`src/rtl/ip_checksum_ttl_update.sv`:
```
// rtl/ip_checksum_ttl_update.sv - IPv4 header checksum verify, TTL decrement and expiry redirect stage
module ip_checksum_ttl_update #(
    parameter int C_M_AXIS_DATA_WIDTH  = 256,
    parameter int C_S_AXIS_DATA_WIDTH  = 256,
    parameter int C_M_AXIS_TUSER_WIDTH = 128,
    parameter int C_S_AXIS_TUSER_WIDTH = 128,
    parameter int SRC_PORT_POS         = 16,
    parameter int DST_PORT_POS         = 24
) (
    input  logic                              AXI_ACLK,
    input  logic                              AXI_RESETN,
    input  logic [C_S_AXIS_DATA_WIDTH-1:0]    S_AXIS_TDATA,
    input  logic [C_S_AXIS_DATA_WIDTH/8-1:0]  S_AXIS_TSTRB,
    input  logic [C_S_AXIS_TUSER_WIDTH-1:0]   S_AXIS_TUSER,
    input  logic                              S_AXIS_TVALID,
    output logic                              S_AXIS_TREADY,
    input  logic                              S_AXIS_TLAST,
    output logic [C_M_AXIS_DATA_WIDTH-1:0]    M_AXIS_TDATA,
    output logic [C_M_AXIS_DATA_WIDTH/8-1:0]  M_AXIS_TSTRB,
    output logic [C_M_AXIS_TUSER_WIDTH-1:0]   M_AXIS_TUSER,
    output logic                              M_AXIS_TVALID,
    input  logic                              M_AXIS_TREADY,
    output logic                              M_AXIS_TLAST,
    output logic [31:0]                       fwd_count,
    output logic [31:0]                       bad_csum_count,
    output logic [31:0]                       ttl_exp_count
);

    typedef enum logic [2:0] {IDLE, HDR_WAIT, HDR_EMIT, PASS, DROP} state_t;

    state_t state, state_nxt;
    logic   ready_en;

    logic [C_S_AXIS_DATA_WIDTH-1:0]   b0_data, b1_data, hdr0_data;
    logic [C_S_AXIS_DATA_WIDTH/8-1:0] b0_strb, b1_strb;
    logic [C_S_AXIS_TUSER_WIDTH-1:0]  b0_user, b1_user, hdr0_user;
    logic                             b1_last;

    logic        m_free, candidate, hdr_good, ttl_live;
    logic [19:0] csum_acc, csum_fold1;
    logic [15:0] csum_fold2, csum_new;
    logic [16:0] csum_inc;
    logic [7:0]  ttl;

    logic s_ready, cap_b0, cap_b1, load_in, load_hdr0, load_hdr1;
    logic inc_fwd, inc_bad, inc_exp;

    assign m_free        = !M_AXIS_TVALID || M_AXIS_TREADY;
    assign S_AXIS_TREADY = s_ready;
    assign candidate     = (S_AXIS_TDATA[159:144] == 16'h0800) &&
                           (S_AXIS_TDATA[143:136] == 8'h45) && !S_AXIS_TLAST;
    assign ttl           = b0_data[79:72];
    assign ttl_live      = ttl >= 8'd2;

    // One's complement sum of the nine captured words plus the last word arriving on beat 1
    always_comb begin
        csum_acc = {4'd0, S_AXIS_TDATA[255:240]};
        for (int i = 0; i < 9; i++) begin
            csum_acc = csum_acc + {4'd0, b0_data[143-16*i -: 16]};
        end
        csum_fold1 = {4'd0, csum_acc[15:0]} + {16'd0, csum_acc[19:16]};
        csum_fold2 = csum_fold1[15:0] + {12'd0, csum_fold1[19:16]};
        hdr_good   = csum_fold2 == 16'hFFFF;
    end

    // Rewritten beat 0: TTL-1 with incremental checksum patch, or CPU redirect on expiry
    always_comb begin
        hdr0_data = b0_data;
        hdr0_user = b0_user;
        csum_inc  = {1'b0, b0_data[63:48]} + 17'h00100;
        csum_new  = csum_inc[15:0] + {15'd0, csum_inc[16]};
        if (ttl_live) begin
            hdr0_data[79:72] = ttl - 8'd1;
            hdr0_data[63:48] = csum_new;
        end else begin
            hdr0_user[DST_PORT_POS +: 8] = {b0_user[SRC_PORT_POS +: 7], 1'b0};
        end
    end

    // Next-state, input ready and datapath load selects
    always_comb begin
        state_nxt = state;
        s_ready   = 1'b0;
        cap_b0    = 1'b0;
        cap_b1    = 1'b0;
        load_in   = 1'b0;
        load_hdr0 = 1'b0;
        load_hdr1 = 1'b0;
        inc_fwd   = 1'b0;
        inc_bad   = 1'b0;
        inc_exp   = 1'b0;
        case (state)
            IDLE: begin
                s_ready = ready_en && m_free;
                if (S_AXIS_TVALID && s_ready) begin
                    if (candidate) begin
                        cap_b0    = 1'b1;
                        state_nxt = HDR_WAIT;
                    end else begin
                        load_in = 1'b1;
                        if (!S_AXIS_TLAST) state_nxt = PASS;
                    end
                end
            end
            HDR_WAIT: begin
                s_ready = m_free;
                if (S_AXIS_TVALID && s_ready) begin
                    if (hdr_good) begin
                        cap_b1    = 1'b1;
                        load_hdr0 = 1'b1;
                        inc_fwd   = ttl_live;
                        inc_exp   = !ttl_live;
                        state_nxt = HDR_EMIT;
                    end else begin
                        inc_bad   = 1'b1;
                        state_nxt = S_AXIS_TLAST ? IDLE : DROP;
                    end
                end
            end
            HDR_EMIT: begin
                if (m_free) begin
                    load_hdr1 = 1'b1;
                    state_nxt = b1_last ? IDLE : PASS;
                end
            end
            PASS: begin
                s_ready = m_free;
                if (S_AXIS_TVALID && s_ready) begin
                    load_in = 1'b1;
                    if (S_AXIS_TLAST) state_nxt = IDLE;
                end
            end
            DROP: begin
                s_ready = 1'b1;
                if (S_AXIS_TVALID && S_AXIS_TLAST) state_nxt = IDLE;
            end
            default: state_nxt = IDLE;
        endcase
    end

    // State register and post-reset input enable
    always_ff @(posedge AXI_ACLK or negedge AXI_RESETN) begin
        if (!AXI_RESETN) begin
            state    <= IDLE;
            ready_en <= 1'b0;
        end else begin
            state    <= state_nxt;
            ready_en <= 1'b1;
        end
    end

    // Header beat capture while the checksum decision is pending
    always_ff @(posedge AXI_ACLK or negedge AXI_RESETN) begin
        if (!AXI_RESETN) begin
            b0_data <= '0;
            b0_strb <= '0;
            b0_user <= '0;
            b1_data <= '0;
            b1_strb <= '0;
            b1_user <= '0;
            b1_last <= 1'b0;
        end else begin
            if (cap_b0) begin
                b0_data <= S_AXIS_TDATA;
                b0_strb <= S_AXIS_TSTRB;
                b0_user <= S_AXIS_TUSER;
            end
            if (cap_b1) begin
                b1_data <= S_AXIS_TDATA;
                b1_strb <= S_AXIS_TSTRB;
                b1_user <= S_AXIS_TUSER;
                b1_last <= S_AXIS_TLAST;
            end
        end
    end

    // Output register: loads only when empty or being drained, otherwise holds stable
    always_ff @(posedge AXI_ACLK or negedge AXI_RESETN) begin
        if (!AXI_RESETN) begin
            M_AXIS_TDATA  <= '0;
            M_AXIS_TSTRB  <= '0;
            M_AXIS_TUSER  <= '0;
            M_AXIS_TLAST  <= 1'b0;
            M_AXIS_TVALID <= 1'b0;
        end else if (load_in) begin
            M_AXIS_TDATA  <= S_AXIS_TDATA;
            M_AXIS_TSTRB  <= S_AXIS_TSTRB;
            M_AXIS_TUSER  <= S_AXIS_TUSER;
            M_AXIS_TLAST  <= S_AXIS_TLAST;
            M_AXIS_TVALID <= 1'b1;
        end else if (load_hdr0) begin
            M_AXIS_TDATA  <= hdr0_data;
            M_AXIS_TSTRB  <= b0_strb;
            M_AXIS_TUSER  <= hdr0_user;
            M_AXIS_TLAST  <= 1'b0;
            M_AXIS_TVALID <= 1'b1;
        end else if (load_hdr1) begin
            M_AXIS_TDATA  <= b1_data;
            M_AXIS_TSTRB  <= b1_strb;
            M_AXIS_TUSER  <= b1_user;
            M_AXIS_TLAST  <= b1_last;
            M_AXIS_TVALID <= 1'b1;
        end else if (M_AXIS_TREADY) begin
            M_AXIS_TVALID <= 1'b0;
        end
    end

    // Per-decision packet counters, wrapping naturally
    always_ff @(posedge AXI_ACLK or negedge AXI_RESETN) begin
        if (!AXI_RESETN) begin
            fwd_count      <= '0;
            bad_csum_count <= '0;
            ttl_exp_count  <= '0;
        end else begin
            if (inc_fwd) fwd_count      <= fwd_count + 32'd1;
            if (inc_bad) bad_csum_count <= bad_csum_count + 32'd1;
            if (inc_exp) ttl_exp_count  <= ttl_exp_count + 32'd1;
        end
    end

endmodule

```
`config.mk`:
```
export PLATFORM = sky130hd
export DESIGN_NAME = ip_checksum_ttl_update
export DESIGN_NICKNAME = d
export VERILOG_FILES = /design/src/rtl/ip_checksum_ttl_update.sv
export SDC_FILE = /design/constraint.sdc
export NUM_CORES = 2
export LEC_CHECK = 0
export ABC_AREA = 0
export BUFFER_PORTS_ARGS = -buffer_cell sky130_fd_sc_hd__clkbuf_2
export CORE_ASPECT_RATIO = 1.5
export CORE_MARGIN = 1
export CORE_UTILIZATION = 40
export DETAILED_ROUTE_END_ITERATION = 10
export PLACE_DENSITY = 0.6
export SLEW_MARGIN = 5
export SYNTH_ARGS = -nofsm -noshare
export SYNTH_HDL_FRONTEND = slang
export SYNTH_SLANG_ARGS = --single-unit
```
`constraint.sdc`:
```
create_clock -name AXI_ACLK -period 11.9 [get_ports AXI_ACLK]
set_input_delay 0.595 -clock AXI_ACLK [delete_from_list [all_inputs] [get_ports AXI_ACLK]]
set_output_delay 0.595 -clock AXI_ACLK [all_outputs]
set_load 0.1 [all_outputs]
```
* Yosys cells after proc, flatten, opt, wreduce, memory -nomap -nowiden
Cells that the tools add are included.
Word-level totals: ROM bits 0, logic and storage cells 117, latch bits 0, register bits 1351, memories 0, RAM bits 0
Cells by class: equal/unequal tests 14, order comparisons 1, multipliers 0, shift operators 0, reductions and logical operators 15, add/subtract/negate cells 17, divide/modulo/power cells 0, bitwise gates (word level) 0, multiplexer cells 53
Operator list (number):
- 2-to-1 mux 256 bit | 3
- 2-to-1 mux 128 bit | 3
- adder 20 x 16 -> 20 bit | 5
- adder 32 x 1 -> 32 bit, second input constant | 3
- 2-to-1 mux 32 bit | 3
- adder 16 x 1 -> 16 bit | 2
- 2-to-1 mux 3 bit | 10
- 2-to-1 mux 1 bit | 27
- adder 19 x 16 -> 20 bit | 1
- adder 18 x 16 -> 19 bit | 1
- adder 17 x 16 -> 18 bit | 1
- adder 16 x 16 -> 17 bit | 1
- adder 16 x 4 -> 17 bit | 1
- adder 16 x 9 -> 17 bit, second input constant | 1
- equality test 16 x 12 -> 1 bit, second input constant | 1
- equality test 16 bit, second input constant | 1
- 2-to-1 mux 16 bit | 1
- 2-to-1 mux 8 bit | 2
- one-hot mux 3 bit (5 select lines) | 1
- != test 2 bit, second input constant | 6
- equality test 8 x 7 -> 1 bit, second input constant | 1
- greater-or-equal comparator 8 x 2 -> 1 bit, second input constant | 1
- subtractor 8 x 1 -> 8 bit, second input constant | 1
- AND reduction 7 bit | 1
- other kinds (14) | 22

* Depth between registers and ports, before layout
word-level depth 17, depth in mapped cells 43

* Least setup slack after synthesis
No wires, ideal clock.
path type input to register, start input port S_AXIS_TDATA[242], end register fwd_count[1], arrival 8.939 ns, library setup time 0.126 ns, stages 38, data required time 11.774 ns, path buffers 1, slack 2.835 ns, cell sequence inv_1 -> fa_1 -> inv_1 -> fa_1 -> fa_1 -> inv_1 -> fa_1 -> inv_1 -> fa_1 -> fa_1 -> a211oi_4 -> o21ai_4 -> a21oi_1 -> o21ai_0 -> a21oi_1 -> o21bai_1 -> a21oi_1 -> xnor2_1 -> [2 not listed] -> nor2b_1 -> o22a_1 -> and2_0 -> nand4_1 -> nor2b_1 -> and3_1 -> ha_1 -> ha_1 -> nand2_1 -> nor2_1 -> a21oi_1 -> nor3_1 -> nand4_1 -> a211o_1 -> or3_1 -> buf_4 -> nor2_1 -> mux2_2
On the way: cells in the longest elaborated chain, start to end 15
RTL lines:
- from (decl) | line 12 | input logic [C_S_AXIS_DATA_WIDTH-1:0] S_AXIS_TDATA,
- adder 16 x 16 -> 17 bit | line 59 | csum_acc = csum_acc + {4'd0, b0_data[143-16*i -: 16]};
- adder 17 x 16 -> 18 bit | line 59
- adder 18 x 16 -> 19 bit | line 59
- adder 19 x 16 -> 20 bit | line 59
- adder 20 x 16 -> 20 bit (5 in a row) | line 59
- adder 16 x 4 -> 17 bit | line 61 | csum_fold1 = {4'd0, csum_acc[15:0]} + {16'd0, csum_acc[19:16]};
- adder 16 x 1 -> 16 bit | line 62 | csum_fold2 = csum_fold1[15:0] + {12'd0, csum_fold1[19:16]};
- equality test 16 bit | line 63 | hdr_good = csum_fold2 == 16'hFFFF;
- 2-to-1 mux 1 bit | line 108 | if (hdr_good) begin
- 2-to-1 mux 1 bit | line 107 | if (S_AXIS_TVALID && s_ready) begin
- 2-to-1 mux 1 bit | line 92 | case (state)
- to (signal assigned) | line 215 | if (inc_fwd) fwd_count <= fwd_count + 32'd1;
- to (decl) | line 24 | output logic [31:0] fwd_count,
Every way passes these cells. A chain may end at the register's enable or synchronous reset.

* Worst setup path in the final report
start register b0_data[55], end register M_AXIS_TDATA[109]
On the way: cells in the longest elaborated chain, start to end 12, elaborated cells on any way between the ends 13, those cells by class add/sub (6); eq/ne (1); mux (5); reduce/logical (1)
RTL lines:
- from (decl) | line 34 | logic [C_S_AXIS_DATA_WIDTH-1:0] b0_data, b1_data, hdr0_data;
- from (signal assigned) | line 155 | b0_data <= '0;
- from (signal assigned) | line 164 | b0_data <= S_AXIS_TDATA;
- adder 20 x 16 -> 20 bit (*) (4 in a row) | line 59
- adder 16 x 4 -> 17 bit (*) | line 61
- adder 16 x 1 -> 16 bit (*) | line 62
- equality test 16 bit (*) | line 63
- 2-to-1 mux 1 bit (*) | line 108
- 2-to-1 mux 1 bit (*) | line 107
- 2-to-1 mux 1 bit (*) | line 92
- 2-to-1 mux 256 bit | line 191 | end else if (load_hdr0) begin
- 2-to-1 mux 256 bit | line 185 | end else if (load_in) begin
- to (signal assigned) | line 192 | M_AXIS_TDATA <= hdr0_data;
- to (signal assigned) | line 198 | M_AXIS_TDATA <= b1_data;
- to (decl) | line 18 | output logic [C_M_AXIS_DATA_WIDTH-1:0] M_AXIS_TDATA,
Mark *: on every way between the ends. The rest lies on a longest branch, timed or not.

==> out/results.txt <==
outcome -> complete, no violations
Die ar. -> 153,000 um2
CP Class -> reg -> reg
commonest cells after routing, fill and taps aside -> 1,700 x nand2_1, 1,351 x dfrtp_1, 934 x clkbuf_2
hold_ws -> 55.8 ps
Fill cells -> 13,700
Post-synth EDFFs -> 0
Slew Limit Fails -> 0
first-pass GRT wire length -> 323,000 um
syn nets -> 6,243
slowest CP cell -> fa_1
TritonCTS buffer count -> 136
register area share after synthesis -> 55.6%
Setup Buffers After CTS -> 0
row count -> 174
RD Place Congestion -> 0.880
CP Data Arrival Time -> 11,280 ps
Pwr Density -> 248 nW/um2
clock latency on the worst-skew pair -> 790 ps
Seq cells post-synth -> 1,351
HPWL Detailed -> 143,000 um
Via density -> 5.62
total congestion overflow -> 0
CTS tree -> built
measured slew at the worst slew-check pin -> 1310 ps
DRC -> 0
fin nets -> 7,218
startpoint types -> register
max_slew headroom -> 12.9%
P&R area growth vs syn -> 21.8%
Post-Route WL -> 217,000 um
I/O pins -> 936
CP Capture Type -> register
Die Wd -> 320 um
Worst Hold Class -> in -> reg
Post-Syn Instances -> 5,654
antenna violations before repair -> 54
Final Setup Violations -> 0
Synth warnings -> 0
number of global-route vias before repair -> 48,700
Wirelength per Cell -> 25.0 um
Total GRT Usage -> 27.8%
number of max-cap violations -> 0
post-cts repair resize count -> 0
storage element area -> 33,800 um2
slowest stage delay, CP -> 750 ps
final hold viol count -> 0
initial core utilization -> 40.4%
post-route setup TNS -> 0 ps
ys flop type -> dfrtp_1
Clock Tree Buf Depth -> 3
Sink Count -> 1,351
clock root buffer -> clkbuf_16
Antenna Nets Post-Route -> 0
final core utilization -> 49.3%
clock skew -> 36.2 ps
Tcrit/Tclk final -> 89.2%
RSZ-0062 raised after global routing -> no
Syn Area/Cell -> 10.7 um2
peak supply drop -> 227 uV
port bufs -> 935
fraction of layout cells with a size suffix above 1 -> 23.8%
asr flop ratio synth -> 100%
Die H -> 479 um
fmax -> 94.2 MHz
mapped cell area -> 60,800 um2
critical path peak fanout -> 144
most frequent CP cell -> fa_1
Unique masters post-synth -> 79
H-tree levels -> 4
largest net degree at the start of global routing -> 174
leakage power -> 38.4 nW
drt first pass iters -> 6
Iter 0 DRT Violations -> 3,824
placed insts -> 8,182
Worst Path Required -> 12,560 ps
Vias -> 48,900
total core area -> 150,000 um2
Tmin final -> 10,620 ps
Post-Layout Cell Count -> 8,688
commonest non-fill, non-tap cell in the layout -> nand2_1
multi-input logic area -> 24,700 um2
clock slew at reported path FFs -> 60 ps
## routing by layer
layer	GRT usage, %	share of wire (%)	vias to the layer above
met4	10.7	3.7	50
met3	8.66	8.9	364
met1	35.5	40	24900
li1	-	-	21700
met5	0	0.14	-
met2	44.1	47	1877
## synth_stat cells (4+ instances only)
master	n	area, um2
nand2_1	1700	6380
dfrtp_1	1351	33800
a22oi_1	386	2900
a32oi_1	384	3360
mux2_2	361	4070
clkbuf_1	277	1040
inv_1	177	664
fa_1	126	2520
buf_2	90	450
xnor2_1	73	639
o21ai_0	65	325
nand3_1	62	310
xor2_1	55	482
nor2_1	52	195
ha_1	42	526
nor3_1	41	205
o22ai_1	31	194
nand4_1	30	188
and3_1	29	181
buf_1	28	105
a21oi_1	27	135
nor4_1	26	163
nor2b_1	25	156
o21a_1	24	180
a31oi_1	22	138
and4_1	12	105
or2_2	12	75.1
and2_1	11	68.8
mux2i_1	11	110
a211oi_1	10	75.1
or3_1	9	56.3
nand2b_1	7	43.8
a21o_1	6	45.0
nor3_2	6	60.1
a22o_1	5	43.8
o211ai_1	5	37.5
o21bai_1	5	37.5
o31ai_1	5	37.5
a211o_1	4	35.0
nor4b_1	4	35.0
o2111ai_1	4	35.0
## power breakdown
group / internal [mW] / leakage, nW / switching (mW)
Combinational: 1.26 / 18.0 / 6.98
Clock: 2.42 / 2.18 / 1.92
Sequential: 5.25 / 18.2 / 0.514
Total: 8.92 / 38.4 / 9.41
## flip-flops by register name, summed over array words and instances (netlist names), 32 cells and up
signal          count
fwd_count          32
b0_strb            32
b1_user           128
M_AXIS_TDATA      256
bad_csum_count     32
M_AXIS_TSTRB       32
b1_strb            32
b0_data           256
ttl_exp_count      32
b0_user           128
M_AXIS_TUSER      128
b1_data           256
## repair_timing
item | 4_1_cts | 5_1_grt
endpoints found under the setup margin | 0 | 0
endpoints found under the hold margin | 472 | 0
hold buffers | 245 | 0
## final cells by class
cell class,instances,share of cell area [%]
flip-flops and latches,1351,45.7
multi-input cells,3728,33.4
repair buffers,1234,10.7
clock buffers,200,5.40
well taps,1936,3.27
inverters,178,0.903
clock inverters,40,0.610
diodes,21,0.0710
## worst max-delay path, delay by kind of cell (launching register included)
kind / cells / cell delay, ps
flops: 1 / 480
buf+inv: 4 / 520
compound gates: 10 / 2270
fa+ha+maj: 10 / 4230
simple gates: 13 / 2480
xor+xnor: 1 / 190
## path summary, 6_finish.rpt
path | from | to | slack (ps) | cells after the start
setup / recovery | b0_data[55]$_DFFE_PN0P_ | M_AXIS_TDATA[109]$_DFFE_PN0P_ | 1280 | 38
hold / removal | S_AXIS_TSTRB[10] | b1_strb[10]$_DFFE_PN0P_ | 60 | 3
setup reg to reg | b0_data[55]$_DFFE_PN0P_ | M_AXIS_TDATA[109]$_DFFE_PN0P_ | 1280 | 38
hold reg to reg | b0_user[9]$_DFFE_PN0P_ | M_AXIS_TUSER[9]$_DFFE_PN0P_ | 460 | 2
max in group asynchronous | AXI_RESETN | M_AXIS_TSTRB[7]$_DFFE_PN0P_ | 8360 | 5
min in group asynchronous | AXI_RESETN | b0_data[104]$_DFFE_PN0P_ | 500 | 2
## cell families after synthesis
family	count (synthesis)	synth area share, %
buffers and inverters	575	3.76
multiplexers	372	6.87
AND/OR/NAND/NOR	2047	13.9
AO/OA/AOI/OAI	1011	13.0
XOR/XNOR	129	1.87
adder cells (fa/ha/maj)	168	5.02
other	1	0.00617
flip-flops	1351	55.6
## per-stage QoR
stage | setup slack, ps | area (um2) | power (mW)
after floorplan | 2840 | 60800 | 12.0
after global placement | 1380 | 67000 | 13.9
after detailed placement | 1230 | 67000 | 14.0
after CTS | 1470 | 73900 | 18.4
after global routing | 606 | 74000 | 18.9
final | 1280 | 74000 | 18.3
No activity file was read; power rests on OpenSTA's default activity.
